$ cat src/rtl/bit_ram_op_sched_pkg.sv
// Shared opcodes, FSM encoding and the bit-combine function for the bit-RAM operation scheduler.
package bit_ram_op_pkg;

  localparam logic [2:0] OP_READ = 3'd0;
  localparam logic [2:0] OP_MOV  = 3'd1;
  localparam logic [2:0] OP_NOT  = 3'd2;
  localparam logic [2:0] OP_AND  = 3'd3;
  localparam logic [2:0] OP_OR   = 3'd4;
  localparam logic [2:0] OP_XOR  = 3'd5;
  localparam logic [2:0] OP_SET  = 3'd6;
  localparam logic [2:0] OP_CLR  = 3'd7;

  typedef enum logic [1:0] {
    ST_IDLE = 2'd0,
    ST_RD   = 2'd1,
    ST_WR   = 2'd2
  } state_e;

  function automatic logic bit_op_eval(input logic [2:0] op, input logic a, input logic b);
    logic f;
    case (op)
      OP_READ: f = a;
      OP_MOV:  f = a;
      OP_NOT:  f = ~a;
      OP_AND:  f = a & b;
      OP_OR:   f = a | b;
      OP_XOR:  f = a ^ b;
      OP_SET:  f = 1'b1;
      default: f = 1'b0;
    endcase
    return f;
  endfunction

endpackage

$ cat src/rtl/bit_ram_op_sched_if.sv
// Requester-side bus of the scheduler: two packed request channels plus the shared response.
interface bit_ram_op_sched_if #(
  parameter int AWIDTH = 2
);
  logic [1:0]          REQ_VALID;
  logic [1:0]          REQ_READY;
  logic [5:0]          REQ_OP;
  logic [2*AWIDTH-1:0] REQ_ADDR_A;
  logic [2*AWIDTH-1:0] REQ_ADDR_B;
  logic [2*AWIDTH-1:0] REQ_ADDR_D;
  logic [1:0]          RSP_VALID;
  logic                RSP_DATA;

  modport master (
    output REQ_VALID, REQ_OP, REQ_ADDR_A, REQ_ADDR_B, REQ_ADDR_D,
    input  REQ_READY, RSP_VALID, RSP_DATA
  );

  modport slave (
    input  REQ_VALID, REQ_OP, REQ_ADDR_A, REQ_ADDR_B, REQ_ADDR_D,
    output REQ_READY, RSP_VALID, RSP_DATA
  );
endinterface

$ cat src/rtl/bit_ram_op_sched_rr_arb.sv
// Two-way round-robin arbiter; the pointer remembers the last winner, which loses the next tie.
module bit_ram_rr_arb (
  input  logic       CLK,
  input  logic       RSTN,
  input  logic [1:0] valid,
  input  logic       advance,
  output logic [1:0] grant
);

  logic last_q;
  logic last_d;

  always_comb begin
    grant  = valid;
    last_d = last_q;
    if (valid == 2'b11) begin
      grant = last_q ? 2'b01 : 2'b10;
    end
    if (advance && (grant != 2'b00)) begin
      last_d = grant[1];
    end
  end

  // Reset as if requester 1 won last, so requester 0 takes the first tie.
  always_ff @(posedge CLK or negedge RSTN) begin
    if (!RSTN) begin
      last_q <= 1'b1;
    end else begin
      last_q <= last_d;
    end
  end

endmodule

$ cat src/rtl/bit_ram_op_sched.sv
// Time-shares one bit RAM between two requesters: each op is IDLE (grant), RD (read A/B), WR (write D).
module bit_ram_op_sched
  import bit_ram_op_pkg::*;
#(
  parameter int AWIDTH = 2
) (
  input  logic              CLK,
  input  logic              RSTN,
  bit_ram_op_sched_if.slave req_if,
  output logic [AWIDTH-1:0] RAM_A_ADDR,
  input  logic              RAM_A_Q,
  output logic [AWIDTH-1:0] RAM_B_ADDR,
  input  logic              RAM_B_Q,
  output logic [AWIDTH-1:0] RAM_C_ADDR,
  output logic              RAM_C_DATA,
  output logic              RAM_C_WE_N
);

  state_e            state_q, state_d;
  logic              g_q, g_d;
  logic [2:0]        op_q, op_d;
  logic [AWIDTH-1:0] a_addr_q, a_addr_d;
  logic [AWIDTH-1:0] b_addr_q, b_addr_d;
  logic [AWIDTH-1:0] d_addr_q, d_addr_d;
  logic              res_q, res_d;
  logic              we_n_q, we_n_d;
  logic [1:0]        rsp_valid_q, rsp_valid_d;
  logic              rsp_data_q, rsp_data_d;
  logic [1:0]        grant;
  logic [1:0]        ready;

  bit_ram_rr_arb u_arb (
    .CLK     (CLK),
    .RSTN    (RSTN),
    .valid   (req_if.REQ_VALID),
    .advance (state_q == ST_IDLE),
    .grant   (grant)
  );

  always_comb begin
    state_d     = state_q;
    g_d         = g_q;
    op_d        = op_q;
    a_addr_d    = a_addr_q;
    b_addr_d    = b_addr_q;
    d_addr_d    = d_addr_q;
    res_d       = res_q;
    we_n_d      = 1'b1;
    rsp_valid_d = 2'b00;
    rsp_data_d  = rsp_data_q;
    ready       = 2'b00;
    case (state_q)
      ST_IDLE: begin
        if (grant != 2'b00) begin
          ready    = grant;
          g_d      = grant[1];
          op_d     = grant[1] ? req_if.REQ_OP[5:3] : req_if.REQ_OP[2:0];
          a_addr_d = grant[1] ? req_if.REQ_ADDR_A[2*AWIDTH-1:AWIDTH] : req_if.REQ_ADDR_A[AWIDTH-1:0];
          b_addr_d = grant[1] ? req_if.REQ_ADDR_B[2*AWIDTH-1:AWIDTH] : req_if.REQ_ADDR_B[AWIDTH-1:0];
          d_addr_d = grant[1] ? req_if.REQ_ADDR_D[2*AWIDTH-1:AWIDTH] : req_if.REQ_ADDR_D[AWIDTH-1:0];
          state_d  = ST_RD;
        end
      end
      // RAM read data settled after the falling edge; result and write strobe launch for WR.
      ST_RD: begin
        res_d   = bit_op_eval(op_q, RAM_A_Q, RAM_B_Q);
        we_n_d  = (op_q == OP_READ);
        state_d = ST_WR;
      end
      ST_WR: begin
        rsp_valid_d = g_q ? 2'b10 : 2'b01;
        rsp_data_d  = res_q;
        state_d     = ST_IDLE;
      end
      default: state_d = ST_IDLE;
    endcase
  end

  always_ff @(posedge CLK or negedge RSTN) begin
    if (!RSTN) begin
      state_q     <= ST_IDLE;
      g_q         <= 1'b0;
      op_q        <= OP_READ;
      a_addr_q    <= '0;
      b_addr_q    <= '0;
      d_addr_q    <= '0;
      res_q       <= 1'b0;
      we_n_q      <= 1'b1;
      rsp_valid_q <= 2'b00;
      rsp_data_q  <= 1'b0;
    end else begin
      state_q     <= state_d;
      g_q         <= g_d;
      op_q        <= op_d;
      a_addr_q    <= a_addr_d;
      b_addr_q    <= b_addr_d;
      d_addr_q    <= d_addr_d;
      res_q       <= res_d;
      we_n_q      <= we_n_d;
      rsp_valid_q <= rsp_valid_d;
      rsp_data_q  <= rsp_data_d;
    end
  end

  assign req_if.REQ_READY = ready;
  assign req_if.RSP_VALID = rsp_valid_q;
  assign req_if.RSP_DATA  = rsp_data_q;
  assign RAM_A_ADDR       = a_addr_q;
  assign RAM_B_ADDR       = b_addr_q;
  assign RAM_C_ADDR       = d_addr_q;
  assign RAM_C_DATA       = res_q;
  assign RAM_C_WE_N       = we_n_q;

endmodule

$ cat src/flat_wrapper.sv
// flat-port wrapper written by rule: the top's interface ports become plain ports
module bit_ram_op_sched_flat import bit_ram_op_pkg::*;
#(
  parameter int AWIDTH = 2
)
  (CLK, RSTN, RAM_A_ADDR, RAM_A_Q, RAM_B_ADDR, RAM_B_Q, RAM_C_ADDR, RAM_C_DATA, RAM_C_WE_N, req_if_REQ_VALID, req_if_REQ_OP, req_if_REQ_ADDR_A, req_if_REQ_ADDR_B, req_if_REQ_ADDR_D, req_if_REQ_READY, req_if_RSP_VALID, req_if_RSP_DATA);
  bit_ram_op_sched_if #(.AWIDTH(AWIDTH)) req_if_i ();
  input  logic CLK;
  input  logic RSTN;
  output logic [AWIDTH-1:0] RAM_A_ADDR;
  input  logic RAM_A_Q;
  output logic [AWIDTH-1:0] RAM_B_ADDR;
  input  logic RAM_B_Q;
  output logic [AWIDTH-1:0] RAM_C_ADDR;
  output logic RAM_C_DATA;
  output logic RAM_C_WE_N;
  input wire logic [$bits(req_if_i.REQ_VALID)-1:0] req_if_REQ_VALID;
  input wire logic [$bits(req_if_i.REQ_OP)-1:0] req_if_REQ_OP;
  input wire logic [$bits(req_if_i.REQ_ADDR_A)-1:0] req_if_REQ_ADDR_A;
  input wire logic [$bits(req_if_i.REQ_ADDR_B)-1:0] req_if_REQ_ADDR_B;
  input wire logic [$bits(req_if_i.REQ_ADDR_D)-1:0] req_if_REQ_ADDR_D;
  output wire logic [$bits(req_if_i.REQ_READY)-1:0] req_if_REQ_READY;
  output wire logic [$bits(req_if_i.RSP_VALID)-1:0] req_if_RSP_VALID;
  output wire logic [$bits(req_if_i.RSP_DATA)-1:0] req_if_RSP_DATA;
  assign req_if_i.REQ_VALID = req_if_REQ_VALID;
  assign req_if_i.REQ_OP = req_if_REQ_OP;
  assign req_if_i.REQ_ADDR_A = req_if_REQ_ADDR_A;
  assign req_if_i.REQ_ADDR_B = req_if_REQ_ADDR_B;
  assign req_if_i.REQ_ADDR_D = req_if_REQ_ADDR_D;
  assign req_if_REQ_READY = req_if_i.REQ_READY;
  assign req_if_RSP_VALID = req_if_i.RSP_VALID;
  assign req_if_RSP_DATA = req_if_i.RSP_DATA;
  bit_ram_op_sched #(.AWIDTH(AWIDTH)) u_core (.CLK(CLK), .RSTN(RSTN), .req_if(req_if_i), .RAM_A_ADDR(RAM_A_ADDR), .RAM_A_Q(RAM_A_Q), .RAM_B_ADDR(RAM_B_ADDR), .RAM_B_Q(RAM_B_Q), .RAM_C_ADDR(RAM_C_ADDR), .RAM_C_DATA(RAM_C_DATA), .RAM_C_WE_N(RAM_C_WE_N));
endmodule
$ cat config.mk
export PLATFORM = sky130hd
export DESIGN_NAME = bit_ram_op_sched_flat
export DESIGN_NICKNAME = d
export VERILOG_FILES = /design/src/rtl/bit_ram_op_sched_pkg.sv /design/src/rtl/bit_ram_op_sched_if.sv /design/src/rtl/bit_ram_op_sched_rr_arb.sv /design/src/rtl/bit_ram_op_sched.sv /design/src/flat_wrapper.sv
export SDC_FILE = /design/constraint.sdc
export NUM_CORES = 1
export LEC_CHECK = 0
export CAP_MARGIN = 30
export CORE_ASPECT_RATIO = 1.1
export CORE_MARGIN = 8
export CORE_UTILIZATION = 44
export DETAILED_ROUTE_END_ITERATION = 10
export PLACE_DENSITY = 0.83
export SLEW_MARGIN = 20
export SYNTH_ARGS = -nofsm -noshare
export SYNTH_HDL_FRONTEND = slang
export SYNTH_HIERARCHICAL = 1
export SYNTH_SLANG_ARGS = --single-unit
$ cat constraint.sdc
create_clock -name CLK -period 2.9 [get_ports CLK]
set_input_delay 0.58 -clock CLK [delete_from_list [all_inputs] [get_ports CLK]]
set_output_delay 0.58 -clock CLK [all_outputs]
set_load 0.02 [all_outputs]
== Word level (Yosys, flattened, before mapping) ==
Cells that the tools add are included.

* Register bits: 18
* Bits in latches: 0
* Bits in writable memories: 0
* Bits in read-only memories: 0
* Input port bits: 24
* Output and inout bits: 13
* Logic and storage cells: 45
* Memories: 0

* Add/subtract/negate cells: 0
* Multipliers: 0
* Div/mod/pow operators: 0
* $lt $le $gt $ge: 0
* Eq/ne operators: 10
* Shift-type cells: 0
* Multiplexer cells: 14
* Bitwise operators: 4
* Reductions and logical operators: 6

{| class="wikitable"
|+ Operator list
! kind !! number
|-
| 2-bit two-way mux || 10
|-
| 3-bit equality test, second input constant || 3
|-
| 3-bit by 2-bit equality test with 1-bit output, second input constant || 2
|-
| 1-bit case mux with 6 select lines || 1
|-
| 2-bit equality test, second input constant || 2
|-
| 2-bit case mux with 2 select lines || 1
|-
| 3-bit by 1-bit equality test with 1-bit output, second input constant || 1
|-
| 3-bit logical NOT || 1
|-
| 3-bit two-way mux || 1
|-
| 2-bit by 1-bit equality test with 1-bit output, second input constant || 1
|-
| 2-bit logical NOT || 1
|-
| 2-bit by 1-bit inequality test with 1-bit output, second input constant || 1
|-
| 2-bit AND reduction || 1
|-
| 2-bit nonzero test || 1
|-
| 2-bit OR reduction || 1
|-
| 1-bit AND || 1
|-
| 1-bit logical AND || 1
|-
| 1-bit two-way mux || 1
|-
| 1-bit NOT || 1
|-
| 1-bit OR || 1
|-
| 1-bit bitwise XOR || 1
|}

== Longest topological paths before layout ==
* Depth in word-level cells: 5
* Gate-level depth with buffers: 5
* Depth with buffers taken out: 5

== Hierarchy ==
The synthesis kept the hierarchy.

{| class="wikitable"
|+ By module, submodules not included
! module !! instances !! cells an instance !! area an instance (um^2) !! seq. area each (um^2)
|-
| bit_ram_op_sched || 1 || 63 || 812.0 || 426.7
|-
| bit_ram_rr_arb || 1 || 6 || 56.3 || 26.3
|}

== Least setup slack after synthesis ==
OpenSTA, ideal clock, no wires.

* Path kind: input to output
* Start: in req_if_REQ_VALID[1]
* End: out req_if_REQ_READY[1]
* Arrival: 1.275 ns
* Data required time: 2.320 ns
* Slack: 1.045 ns
* Stages: 3
* Buffers on the path: 1
* Cell sequence: a21boi_0 -> buf_2 -> and2_1

* Cells in the longest elaborated chain, start to end: 5

{| class="wikitable"
|+ Ends and longest elaborated chain
! item !! line !! RTL
|-
| from (decl) || flat_wrapper.sv:17 || <nowiki>input wire logic [$bits(req_if_i.REQ_VALID)-1:0] req_if_REQ_VALID;</nowiki>
|-
| 2-bit equality test || bit_ram_op_sched_rr_arb.sv:16 || <nowiki>if (valid == 2'b11) begin</nowiki>
|-
| 2-bit two-way mux (*) || bit_ram_op_sched_rr_arb.sv:16 ||
|-
| 2-bit nonzero test || bit_ram_op_sched.sv:54 || <nowiki>if (grant != 2'b00) begin</nowiki>
|-
| 2-bit two-way mux (*) || bit_ram_op_sched.sv:54 ||
|-
| 2-bit two-way mux (*) || bit_ram_op_sched.sv:52 || <nowiki>case (state_q)</nowiki>
|-
| to (decl) || flat_wrapper.sv:22 || <nowiki>output wire logic [$bits(req_if_i.REQ_READY)-1:0] req_if_REQ_READY;</nowiki>
|}

Mark *: on every way between the ends. The rest lies on a longest branch, timed or not.

== Final worst setup path ==
* Start: in req_if_REQ_VALID[1]
* End: out req_if_REQ_READY[1]

* Cells in the longest elaborated chain, start to end: 5

{| class="wikitable"
|+ Ends and longest elaborated chain
! item !! line !! RTL
|-
| 2-bit equality test || bit_ram_op_sched_rr_arb.sv:16 ||
|-
| 2-bit two-way mux (*) || bit_ram_op_sched_rr_arb.sv:16 ||
|-
| via u_core.grant[1] || bit_ram_op_sched.sv:29 || <nowiki>logic [1:0] grant;</nowiki>
|-
| 2-bit nonzero test || bit_ram_op_sched.sv:54 ||
|-
| 2-bit two-way mux (*) || bit_ram_op_sched.sv:54 ||
|-
| 2-bit two-way mux (*) || bit_ram_op_sched.sv:52 ||
|}

Mark *: on every way through the listed nets, which the timed path passes. The rest lies on a longest branch.

==> impl_results.md <==
- CTS root buf: clkbuf_4
- Slew margin rel.: 46.9%
- Pre-antenna DRT Iters: 4
- Worst Setup End Kind: output port
- MaxCap Viol Count: 0
- Die height: 62.6 µm
- Drt drc: 0
- Total number of vias: 654
- Post-synthesis cell count: 69
- P_leak: 0.545 nW
- Crit share post-route: 91.6%
- Vias per cell: 4.81
- Avg Cell Area, Syn: 12.6 µm²
- Worst IR drop on VDD: 0.542 mV
- Iteration-0 DRC Markers: 6
- Pwr/cell area: 935 nW/µm²
- NetSw: 0.000428 W
- Setup bufs post-CTS: 0
- Final #Nets: 135
- Clk Latency, worst-skew pair: 0.30 ns
- Worst Path Max Fanout: 3
- Routed Antenna Nets: 0
- Row count: 17
- Routed length per instance: 14.1 µm
- Grt ovf: 0
- Area of the die: 3650 µm²
- Initial antenna violation count: 0
- Crit path kind: input port to output port
- Crit path DAT: 2.08 ns
- Combinational Power Share: 49.2%
- Main flop type after synthesis: dfrtp_1
- Min Tclk post-route: 2.66 ns
- Core ar.: 1940 µm²
- Synth Warn #: 6
- Unrepaired setup endpoints after global routing: false
- Sw Ratio: 35.4%
- Largest net degree at the start of global routing: 19
- Register area share after synthesis: 52.2%
- Hold crit path type: register to register
- Commonest cells in the netlist: mux2_2 (17), dfrtp_1 (16), inv_1 (5), nor2_1 (4)
- WP data required: 2.32 ns
- Post-route setup slack: 0.244 ns
- Async SR Flop Fraction: 100%
- Hold Path Depth: 1
- Cts hold-fix bufs: 0
- Total Neg Setup Slack: 0 ns
- Least-Margin Pin Slew: 0.794 ns
- Synthesized Nets: 95
- R2r worst-path depth: 4
- Global-route wire length before repair: 3140 µm
- PortBufs: 36
- Fin. Hold Viols: 0
- CTS Sinks: 18
- Most common cell in the netlist: mux2_2
- Pre-CTS setup slack: 0.243 ns
- Max clock buf depth: 2
- Internal power: 0.000783 W
- IO Pins: 37
- Top post-synthesis cells by area: dfrtp_1 (46%), mux2_2 (22%), dfstp_2 (6.1%)
- # diodes: 0
- Sequential share of power: 37.8%
- Status: completed
- Post-CTS sizing: 0
- Clk pwr share: 13.0%
- Starting Density: 44.9%
- Max-slew violation count: 0
- H-tree levels: 1
- GRT Resource Usage Total: 11.0%
- Hpwl dp: 1560 µm
- RePlAce Congestion: 0.735
- Netlist cell types: 25
- Vias in the first global route: 687
- CP startpoint kind: input port
- Seq cells post-synth: 18
- Layout cells sized above 1: 23.1%
- CTS tree: yes
- Chip width: 58.4 µm
- Post-synth EDFFs: 0
- Synth area leader: dfrtp_1
- Worst-path clk slew: 0.11 ns
- Final WL: 1920 µm
- Fmax: 376 MHz
- Setup violators final: 0
- Synth top area share: 46.1%
- Clk_skew: 0.00408 ns
- Layout area overhead: 49.1%
- Mapped Area: 868 µm²
- Num CTS Buffers: 3
-- per-layer routing --
layer / global-route usage [%] / wire, µm / vias to the layer above / share of wire (%)
met1: 11.0 / 758 / 309 / 39
met3: 2.06 / 118 / 4 / 6.1
met2: 19.1 / 1000 / 22 / 52
met5: 0 / 0 / - / 0
met4: 8.28 / 44 / 0 / 2.3
li1: - / - / 319 / -
-- metrics by stage --
| stage | total power (W) | cell area, µm² | hold slack (ns) | std cells | utilization (%) |
|---|---|---|---|---|---|
| floorplan | 0.000817 | 868 | 0.284 | 69 | - |
| global placement | 0.00105 | 1260 | 0.414 | 132 | 65.0 |
| detailed placement | 0.00107 | 1260 | 0.426 | 132 | 65.0 |
| CTS | 0.00123 | 1290 | 0.441 | 136 | 66.9 |
| global route | 0.00129 | 1290 | 0.476 | 136 | 66.9 |
| finish | 0.00121 | 1290 | 0.445 | 136 | 66.9 |
-- worst paths after layout --
check | start | endpoint | slack, ns
worst max-delay path | req_if_REQ_VALID[1] | req_if_REQ_READY[1] | 0.24
worst max register to register | u_core/u_arb/last_q | u_core/RAM_C_ADDR[1] | 1.15
worst min register to register | u_core/g_q | u_core/req_if.RSP_VALID[0] | 0.45
min in group asynchronous | RSTN | u_core/g_q | 0.73
max in group asynchronous | RSTN | u_core/op_q[0] | 1.67
worst min-delay path | u_core/g_q | u_core/req_if.RSP_VALID[0] | 0.45
-- cell type report --
cell class	count	area (µm²)
clock buffers	4	36.3
fillers	147	641
inverters	5	18.8
multi-input cells	44	384
flip-flops and latches	18	453
well taps	28	35.0
repair buffers	37	368
-- sequential cells by signal (all words and copies together) (netlist names) --
signal and count:
u_core/RAM_C_ADDR 2, u_core/RAM_B_ADDR 2, u_core/RAM_A_ADDR 2, u_core/RAM_C_WE_N 1, u_core/RAM_C_DATA 1, u_core/req_if.RSP_VALID 2
u_core/req_if.RSP_DATA 1, u_core/u_arb/last_q 1, u_core/op_q 3, u_core/g_q 1, u_core/state_q 2
-- worst max-delay path, cell delays in order --
cell and delay [ns]:
clkdlybuf4s50_1 0.49, a21boi_0 0.23, and2_1 0.17, clkdlybuf4s50_1 0.61
-- cell families after synthesis --
| kind of cell | Yosys count | synth area share (%) |
|---|---|---|
| AO/OA/AOI/OAI | 10 | 8.21 |
| adder cells (fa/ha/maj) | 2 | 2.88 |
| buffers and inverters | 7 | 3.60 |
| flip-flops | 18 | 52.2 |
| multiplexers | 19 | 24.4 |
| AND/OR/NAND/NOR | 13 | 8.79 |
-- cells in the final DEF, fill, tap and decap left out, types with 3 or more instances in the layout --
cell and instances:
clkdlybuf4s50_1 36, mux2_2 17, dfrtp_1 16, inv_1 5, nor2_1 4, clkbuf_4 3
-- power by group through the flow --
stage          Clock (W)  Sequential, W  Combinational [W]
2_1_floorplan          0       0.000540           0.000277
3_3_place_gp           0       0.000455           0.000593
3_5_place_dp           0       0.000463           0.000605
4_1_cts         0.000164       0.000458           0.000606
5_1_grt         0.000173       0.000476           0.000643
6_report        0.000158       0.000457           0.000596
Note: power is estimated with default switching activity, not from simulation.
